==> config.mk <==
export PLATFORM = sky130hd
export DESIGN_NAME = btn_debouncer_flat
export DESIGN_NICKNAME = d
export VERILOG_FILES = /design/src/rtl/btn_debouncer_if.sv /design/src/rtl/btn_debouncer.sv /design/src/flat_wrapper.sv
export SDC_FILE = /design/constraint.sdc
export NUM_CORES = 1
export LEC_CHECK = 0
export BUFFER_PORTS_ARGS = -buffer_cell sky130_fd_sc_hd__buf_2
export CELL_PAD_IN_SITES_DETAIL_PLACEMENT = 0
export CELL_PAD_IN_SITES_GLOBAL_PLACEMENT = 1
export CORE_ASPECT_RATIO = 1.4
export CORE_MARGIN = 8
export CORE_UTILIZATION = 50
export DETAILED_ROUTE_END_ITERATION = 10
export GPL_TIMING_DRIVEN = 0
export PLACE_DENSITY = 0.86
export SKIP_LAST_GASP = 1
export SLEW_MARGIN = 0
export SYNTH_ARGS = -nofsm -noshare
export SYNTH_HDL_FRONTEND = slang
export SYNTH_SLANG_ARGS = --single-unit
==> constraint.sdc <==
create_clock -name clk -period 3.2 [get_ports clk]
set_clock_uncertainty 0.2 [all_clocks]
set_input_delay 0.48 -clock clk [delete_from_list [all_inputs] [get_ports clk]]
set_output_delay 0.48 -clock clk [all_outputs]
set_load 0.01 [all_outputs]
==> src/rtl/btn_debouncer_if.sv <==
// Button bundle between the raw pins and the debouncer: raw levels in, clean
// levels and press/release pulses out.
interface btn_debouncer_if #(
    parameter int N_BTN = 5
);
    logic [N_BTN-1:0] btn_raw;
    logic [N_BTN-1:0] btn_level;
    logic [N_BTN-1:0] btn_press;
    logic [N_BTN-1:0] btn_release;

    modport master (output btn_raw, input btn_level, input btn_press, input btn_release);
    modport slave  (input btn_raw, output btn_level, output btn_press, output btn_release);
endinterface

==> src/rtl/btn_debouncer.sv <==
// Per-channel 2-FF synchroniser plus debounce FSM producing a clean level,
// press pulses (with optional hold-to-repeat) and release pulses.
module btn_debouncer #(
    parameter int N_BTN     = 5,
    parameter int DEB_CYC   = 1048576,
    parameter int HOLD_CYC  = 50000000,
    parameter int REP_CYC   = 10000000,
    parameter int REPEAT_EN = 1
) (
    input  logic            clk,
    input  logic            rst_n,
    btn_debouncer_if.slave  bus
);
    localparam int CW   = $clog2(DEB_CYC);
    localparam int RMAX = (HOLD_CYC > REP_CYC) ? HOLD_CYC : REP_CYC;
    localparam int RW   = (RMAX > 1) ? $clog2(RMAX) : 1;

    localparam logic [1:0] IDLE      = 2'd0;
    localparam logic [1:0] DEB_PRESS = 2'd1;
    localparam logic [1:0] HELD      = 2'd2;
    localparam logic [1:0] DEB_REL   = 2'd3;

    logic [N_BTN-1:0]         sync_p0;
    logic [N_BTN-1:0]         sync_p1;
    logic [N_BTN-1:0][1:0]    state;
    logic [N_BTN-1:0][CW-1:0] cnt;
    logic [N_BTN-1:0][RW-1:0] rcnt;
    logic [N_BTN-1:0]         first_done;
    logic [N_BTN-1:0]         level_q;
    logic [N_BTN-1:0]         press_q;
    logic [N_BTN-1:0]         release_q;

    // Stage p0 -> p1: metastability guard on the asynchronous pins
    always_ff @(posedge clk or negedge rst_n) begin
        if (!rst_n) begin
            sync_p0 <= '0;
            sync_p1 <= '0;
        end else begin
            sync_p0 <= bus.btn_raw;
            sync_p1 <= sync_p0;
        end
    end

    // Stage p1 -> outputs: the level is updated on the same edge as the state
    // change so it always reflects HELD/DEB_REL without a combinational decode.
    always_ff @(posedge clk or negedge rst_n) begin
        if (!rst_n) begin
            state      <= '0;
            cnt        <= '0;
            rcnt       <= '0;
            first_done <= '0;
            level_q    <= '0;
            press_q    <= '0;
            release_q  <= '0;
        end else begin
            for (int i = 0; i < N_BTN; i++) begin
                press_q[i]   <= 1'b0;
                release_q[i] <= 1'b0;
                case (state[i])
                    IDLE: begin
                        if (sync_p1[i]) begin
                            state[i] <= DEB_PRESS;
                            cnt[i]   <= '0;
                        end
                    end
                    DEB_PRESS: begin
                        if (!sync_p1[i]) begin
                            state[i] <= IDLE;
                        end else if (cnt[i] == CW'(DEB_CYC - 1)) begin
                            state[i]      <= HELD;
                            rcnt[i]       <= '0;
                            first_done[i] <= 1'b0;
                            press_q[i]    <= 1'b1;
                            level_q[i]    <= 1'b1;
                        end else begin
                            cnt[i] <= cnt[i] + 1'b1;
                        end
                    end
                    HELD: begin
                        if (!sync_p1[i]) begin
                            state[i] <= DEB_REL;
                            cnt[i]   <= '0;
                        end else if (REPEAT_EN != 0) begin
                            // First repeat waits HOLD_CYC, later ones REP_CYC
                            if ((!first_done[i] && rcnt[i] == RW'(HOLD_CYC - 1)) ||
                                ( first_done[i] && rcnt[i] == RW'(REP_CYC - 1))) begin
                                press_q[i]    <= 1'b1;
                                rcnt[i]       <= '0;
                                first_done[i] <= 1'b1;
                            end else begin
                                rcnt[i] <= rcnt[i] + 1'b1;
                            end
                        end
                    end
                    default: begin
                        if (sync_p1[i]) begin
                            state[i]      <= HELD;
                            rcnt[i]       <= '0;
                            first_done[i] <= 1'b0;
                        end else if (cnt[i] == CW'(DEB_CYC - 1)) begin
                            state[i]     <= IDLE;
                            release_q[i] <= 1'b1;
                            level_q[i]   <= 1'b0;
                        end else begin
                            cnt[i] <= cnt[i] + 1'b1;
                        end
                    end
                endcase
            end
        end
    end

    assign bus.btn_level   = level_q;
    assign bus.btn_press   = press_q;
    assign bus.btn_release = release_q;
endmodule

==> src/flat_wrapper.sv <==
// flat-port wrapper written by rule: the top's interface ports become plain ports
module btn_debouncer_flat 
#(
    parameter int N_BTN     = 5,
    parameter int DEB_CYC   = 1048576,
    parameter int HOLD_CYC  = 50000000,
    parameter int REP_CYC   = 10000000,
    parameter int REPEAT_EN = 1
)
  (clk, rst_n, bus_btn_raw, bus_btn_level, bus_btn_press, bus_btn_release);
  btn_debouncer_if #(.N_BTN(N_BTN)) bus_i ();
  input  logic clk;
  input  logic rst_n;
  input wire logic [$bits(bus_i.btn_raw)-1:0] bus_btn_raw;
  output wire logic [$bits(bus_i.btn_level)-1:0] bus_btn_level;
  output wire logic [$bits(bus_i.btn_press)-1:0] bus_btn_press;
  output wire logic [$bits(bus_i.btn_release)-1:0] bus_btn_release;
  assign bus_i.btn_raw = bus_btn_raw;
  assign bus_btn_level = bus_i.btn_level;
  assign bus_btn_press = bus_i.btn_press;
  assign bus_btn_release = bus_i.btn_release;
  btn_debouncer #(.N_BTN(N_BTN), .DEB_CYC(DEB_CYC), .HOLD_CYC(HOLD_CYC), .REP_CYC(REP_CYC), .REPEAT_EN(REPEAT_EN)) u_core (.clk(clk), .rst_n(rst_n), .bus(bus_i));
endmodule
# Yosys cells after proc, flatten, opt, wreduce, memory -nomap -nowiden
# Cells that the tools add are included.
dict set report totals {
  word_cells 359
  memories 0
  latch_bits 0
  ramBits 0
  inputBits 7
  output_inout_bits 15
  reg_bits 270
  mem_bits_ro 0
}
dict set report classes {
  n_bitwise 10
  order_cmp 0
  muxes 180
  div 0
  shifts 0
  eq_ne 65
  n_addsub 10
  n_reduce_logical 65
  multipliers 0
}
# cell n
set op_table {}
lappend op_table {{$mux 26} 25}
lappend op_table {{$mux 20} 25}
lappend op_table {{$pmux 26 s3} 5}
lappend op_table {{$pmux 20 s3} 5}
lappend op_table {{$add 26x1->26 const B} 5}
lappend op_table {{$eq 26x24->1 const B} 5}
lappend op_table {{$eq 26x26->1 const B} 5}
lappend op_table {{$add 20x1->20 const B} 5}
lappend op_table {{$eq 20x20->1 const B} 5}
lappend op_table {{$reduce_and 4->1} 20}
lappend op_table {{$mux 1} 70}
lappend op_table {{$mux 2} 30}
lappend op_table {{$ne 2x1->1 const B} 20}
lappend op_table {{$ne 3x3->1 const B} 10}
lappend op_table {{$pmux 2 s3} 5}
lappend op_table {{$ne 2x2->1 const B} 10}
lappend op_table {{$pmux 1 s2} 10}
lappend op_table {{$reduce_bool 4->1} 5}
lappend op_table {{$pmux 1 s3} 5}
lappend op_table {{$reduce_and 3->1} 5}
lappend op_table {{$reduce_or 3->1} 5}
lappend op_table {{$eq 2x1->1 const B} 5}
lappend op_table {{$eq 2x2->1 const B} 5}
lappend op_table {{$logic_and 1x1->1} 10}
lappend op_table {{other kinds (5)} 30}

# Logic depth before layout (Yosys ltp)
dict set report logic_depth {
  depth_word 6
  depth_mapped 10
  ltp_nobuf 8
}

# Worst setup path before layout
# Ideal clock, no wire load.
dict set report synth_timing {
  path_type {reg-to-reg}
  startpoint {register u_core.state[4] (netlist bit)}
  endpoint {register u_core.cnt[55] (netlist bit)}
  required_ns 2.868
  setup_slack_ns 0.642
  path_buffers 2
  period_less_slack_ns 2.558
  t_arrival_ns 2.226
  stages_incl_launch_ff 11
  setup_ns 0.132
  path_cell_list {dfrtp_1 inv_1 ha_1 clkbuf_1 nand2b_1 mux2_2 a41o_1 clkbuf_1 nor4_1 xnor2_1 nor2_1}
}
dict set report synth_via {
  elab_chain_cells 3
  elab_cells_between_ends 9
  cone_classes {6 x eq/ne; 1 x mux; 2 x reduce/logical}
}
# item line_no
set synth_rtl {}
lappend synth_rtl {{start: declaration} btn_debouncer.sv:25} ;# logic [N_BTN-1:0][1:0] state;
lappend synth_rtl {{start signal: assignment} btn_debouncer.sv:48} ;# state <= '0;
lappend synth_rtl {{start signal: indexed assignment} btn_debouncer.sv:62} ;# state[i] <= DEB_PRESS;
lappend synth_rtl {{start signal: indexed assignment} btn_debouncer.sv:68} ;# state[i] <= IDLE;
lappend synth_rtl {{$eq 2x1->1 (tied with other cells)} btn_debouncer.sv:59} ;# case (state[i])
lappend synth_rtl {{$ne 3x3->1 (no source line) (tied with other cells)} -}
lappend synth_rtl {{$reduce_and 4->1 (no source line)} -}
lappend synth_rtl {{end signal: indexed assignment} btn_debouncer.sv:76} ;# cnt[i] <= cnt[i] + 1'b1;
lappend synth_rtl {{end signal: indexed assignment} btn_debouncer.sv:105} ;# cnt[i] <= cnt[i] + 1'b1;
lappend synth_rtl {{end: declaration} btn_debouncer.sv:26} ;# logic [N_BTN-1:0][CW-1:0] cnt;
# Parallel ways exist; a longest one is shown, timed or not.
# A chain may end at the register's enable or synchronous reset.

# Final worst setup path
# Ends and elaborated chain as after synthesis.

==> results.md <==
- Layout Cells excl Fill: around 2.1k
- Syn Area/Cell: approximately 9.0 µm²
- Share of cells above drive strength 1: 7.70%
- Sinks on Clock Net: 270
- Clock Path Buffers: 3
- Global route overflow: 0
- Site row count: 75
- Combinational share of power: between 20% and 30%
- Crit share post-route: between 90% and 100%
- Setup TNS: 0 ns
- Sw frac: between 30% and 40%
- Class of the worst hold path: reg2reg
- Max Slew Vio Count: 0
- Slew @ Worst Pin: approximately 0.89 ns
- Clk pwr share: approximately a third
- Startpoint Class: flip-flop
- TritonCTS Buffers: 29
- DP Wirelength: around 23000 µm
- Number of distinct library cells after synthesis: 78
- Placed Instances: roughly 2.1k
- Fmax: around 330 MHz
- Syn-to-layout area delta: 11.7%
- DIE AREA: 36000 µm²
- Port buffer count: 21
- Yosys warns: 0
- Final setup fails: 0
- Setup slack after layout: approximately 0.19 ns
- Detailed-route via count: 12.7k
- Synth Cell Area: 15100 µm²
- Syn nets: approximately 1.7k
- Final Hold Vio Count: 0
- Worst path cell trace: inv_1 > ha_1 > clkbuf_1 > nand2b_1 > mux2_2 > a41o_1 > clkbuf_1 > nor4_1 > xnor2_1 > nor2_1
- Ports: 22
- First-pass GRT wire length: just over 60000 µm
- Htree depth: 1
- Outcome: finished clean
- Switch Pwr: ~3.6 mW
- Crit path DAT: around 3.2 ns
- Layout Nets: between 1.5k and 2k
- Initial Util: ~50%
- FF+latch count, synth: 270
- DP Area: 15700 µm²
- Vias per cell: 5.94
- Antenna viol nets, final: 0
- Top_reg_cell synth: dfrtp_1
- Pwr Density: a little over 600 nW/µm²
- Iteration-0 DRC count of the detailed router: approximately 640
- CTS tree: built
- CP Class: reg2reg
- Commonest non-fill, non-tap cell in the layout: dfrtp_1
- Most numerous cell on the critical path: clkbuf_1
- Most frequent cells in the layout: dfrtp_1 (270), nor2_1 (177), nand2_1 (150)
- Gpl congestion: just over 0.8
- Vias in the first global route: around 13k
- Total Power: 10.4 mW
- Die Height: 221 µm
- Crit path time final: about 3 ns
- Final Util: between 50 and 60%
- Antenna Cells: 0
- WHS: roughly 0.15 ns
- Setup crit end kind: flip-flop
- Place WS: roughly 0.17 ns
- DR DRC count: 0
- Fraction of registers with async set/reset: 100%
- Die X: about 160 µm
- Post-synth EDFFs: 0
- Global Route Usage Sum: between 15 and 20%
- Seq pwr share: 37.5%
- Root Driver: clkbuf_16
- Largest stage delay on the critical path: around 0.44 ns
- Worst skew pair latency: ~0.55 ns
- Pleak: approximately 7.0 nW
- Maximum vdd drop: ~0.44 mV
- Slew margin rel.: roughly two fifths
- DRT Wirelength: 34400 µm
- RSZ-0062 raised after global routing: yes
- Max-cap violations: 0
- Critical Path RT: roughly 3.4 ns
- Initial antenna violation count: 0
- Drt wl/cell: around 16 µm
- Core Region: slightly below 30000 µm²
- Sequential-to-total area share from yosys stat: 44.9%
- Top Family by Delay on Critical Path: simple AND/OR/NAND/NOR gates
- Largest net degree at the start of global routing: between 100 and 150
- Worst path bufs/invs: 3
- CP Max Fanout: 10
- Int Pwr: a little under 7 mW
- CTS clk-pin slew, worst paths: approximately 0.060 ns
- Max stage delay cell, worst path: dfrtp_1
- Design area: 16800 µm²
- TritonRoute pass-1 iters: 5
- Mapped Cells: around 1.7k
==> synth_stat cells, types with 6 or more instances <==
master	number	share of area (%)
a211oi_1	8	0.40
o22ai_1	7	0.29
o31ai_1	22	1.1
nor2_1	178	4.4
nor4b_1	10	0.58
dfrtp_1	270	45
xor2_1	27	1.6
or3_1	32	1.3
a2bb2oi_1	6	0.35
or4_1	8	0.40
nor4_1	41	1.7
xnor2_1	58	3.4
a21o_1	15	0.75
a31oi_1	16	0.66
clkbuf_1	44	1.1
or2_2	11	0.46
ha_1	30	2.5
and4_1	16	0.93
o211ai_1	8	0.40
o21ai_0	126	4.2
nand4_1	53	2.2
buf_2	14	0.47
a21oi_1	61	2.0
nor3_1	66	2.2
a22o_1	50	2.9
nand2b_1	16	0.66
nand2_1	150	3.7
nand3_1	90	3.0
and2_1	13	0.54
inv_1	52	1.3
o41ai_1	6	0.35
and3_1	41	1.7
nor2b_1	28	1.2
nor3b_1	7	0.35
==> power by group through the flow <==
stage	Sequential, mW	Clock (mW)	Combinational (mW)
2_1_floorplan	3.91	0	2.08
3_3_place_gp	3.96	0	2.84
3_5_place_dp	3.97	0	2.89
4_1_cts	3.91	3.74	2.91
5_1_grt	3.95	3.86	3.30
6_report	3.91	3.63	2.89
==> routing by layer <==
layer,track usage (%),up-vias,routed length (µm)
li1,-,6234,-
met1,23.5,6265,15000
met2,34.6,164,17700
met3,2.36,53,1000
met4,6.38,0,750
met5,0,-,0
==> worst paths after layout <==
path,from,endpoint,slack (ns),cells past startpoint
setup / recovery,u_core.state[4],u_core.cnt[55],0.19,10
hold / removal,u_core.sync_p0[2],u_core.sync_p1[2],0.15,0
setup reg to reg,u_core.state[4],u_core.cnt[55],0.19,10
hold reg to reg,u_core.sync_p0[2],u_core.sync_p1[2],0.15,0
max in group asynchronous,rst_n,u_core.cnt[52],1.51,3
min in group asynchronous,rst_n,u_core.rcnt[19],0.32,2
==> layout make-up <==
class	count	area (µm²)
timing repair buffer	29	230
inverter	52	195
clock buffer	39	833
clock inverter	14	200
multi-input combinational	1281	7810
tap	385	482
sequential	270	6760
buffer	69	317
fill	2737	13000
==> flip-flops by register name (all words and copies together) (netlist names), named ones only <==
name / flops
u_core.bus.btn_level: 5
u_core.bus.btn_press: 5
u_core.bus.btn_release: 5
u_core.cnt: 100
u_core.first_done: 5
u_core.rcnt: 130
u_core.state: 5
u_core.sync_p0: 5
u_core.sync_p1: 5
==> cells by family (layout without fill, tap and decap cells) <==
kind of cell	count (synthesis)	in the layout	share of synthesized area, %
adders and majority gates	30	30	2.49
buffers and inverters	121	203	3.39
and+or+nand+nor	786	786	27.1
DFF	270	270	44.9
AOI/OAI and AO/OA	372	372	16.7
muxes	8	8	0.573
xor gates and xnor gates	85	85	4.94
==> repair_timing <==
item / CTS / global route
setup buffers: 0 / 0
endpoints found under the hold margin: 93 / 0
gates resized for setup: 0 / 5
setup endpoints to repair: 0 / 17
hold buffers: 6 / 0
Note: power is estimated with default switching activity, not from simulation.
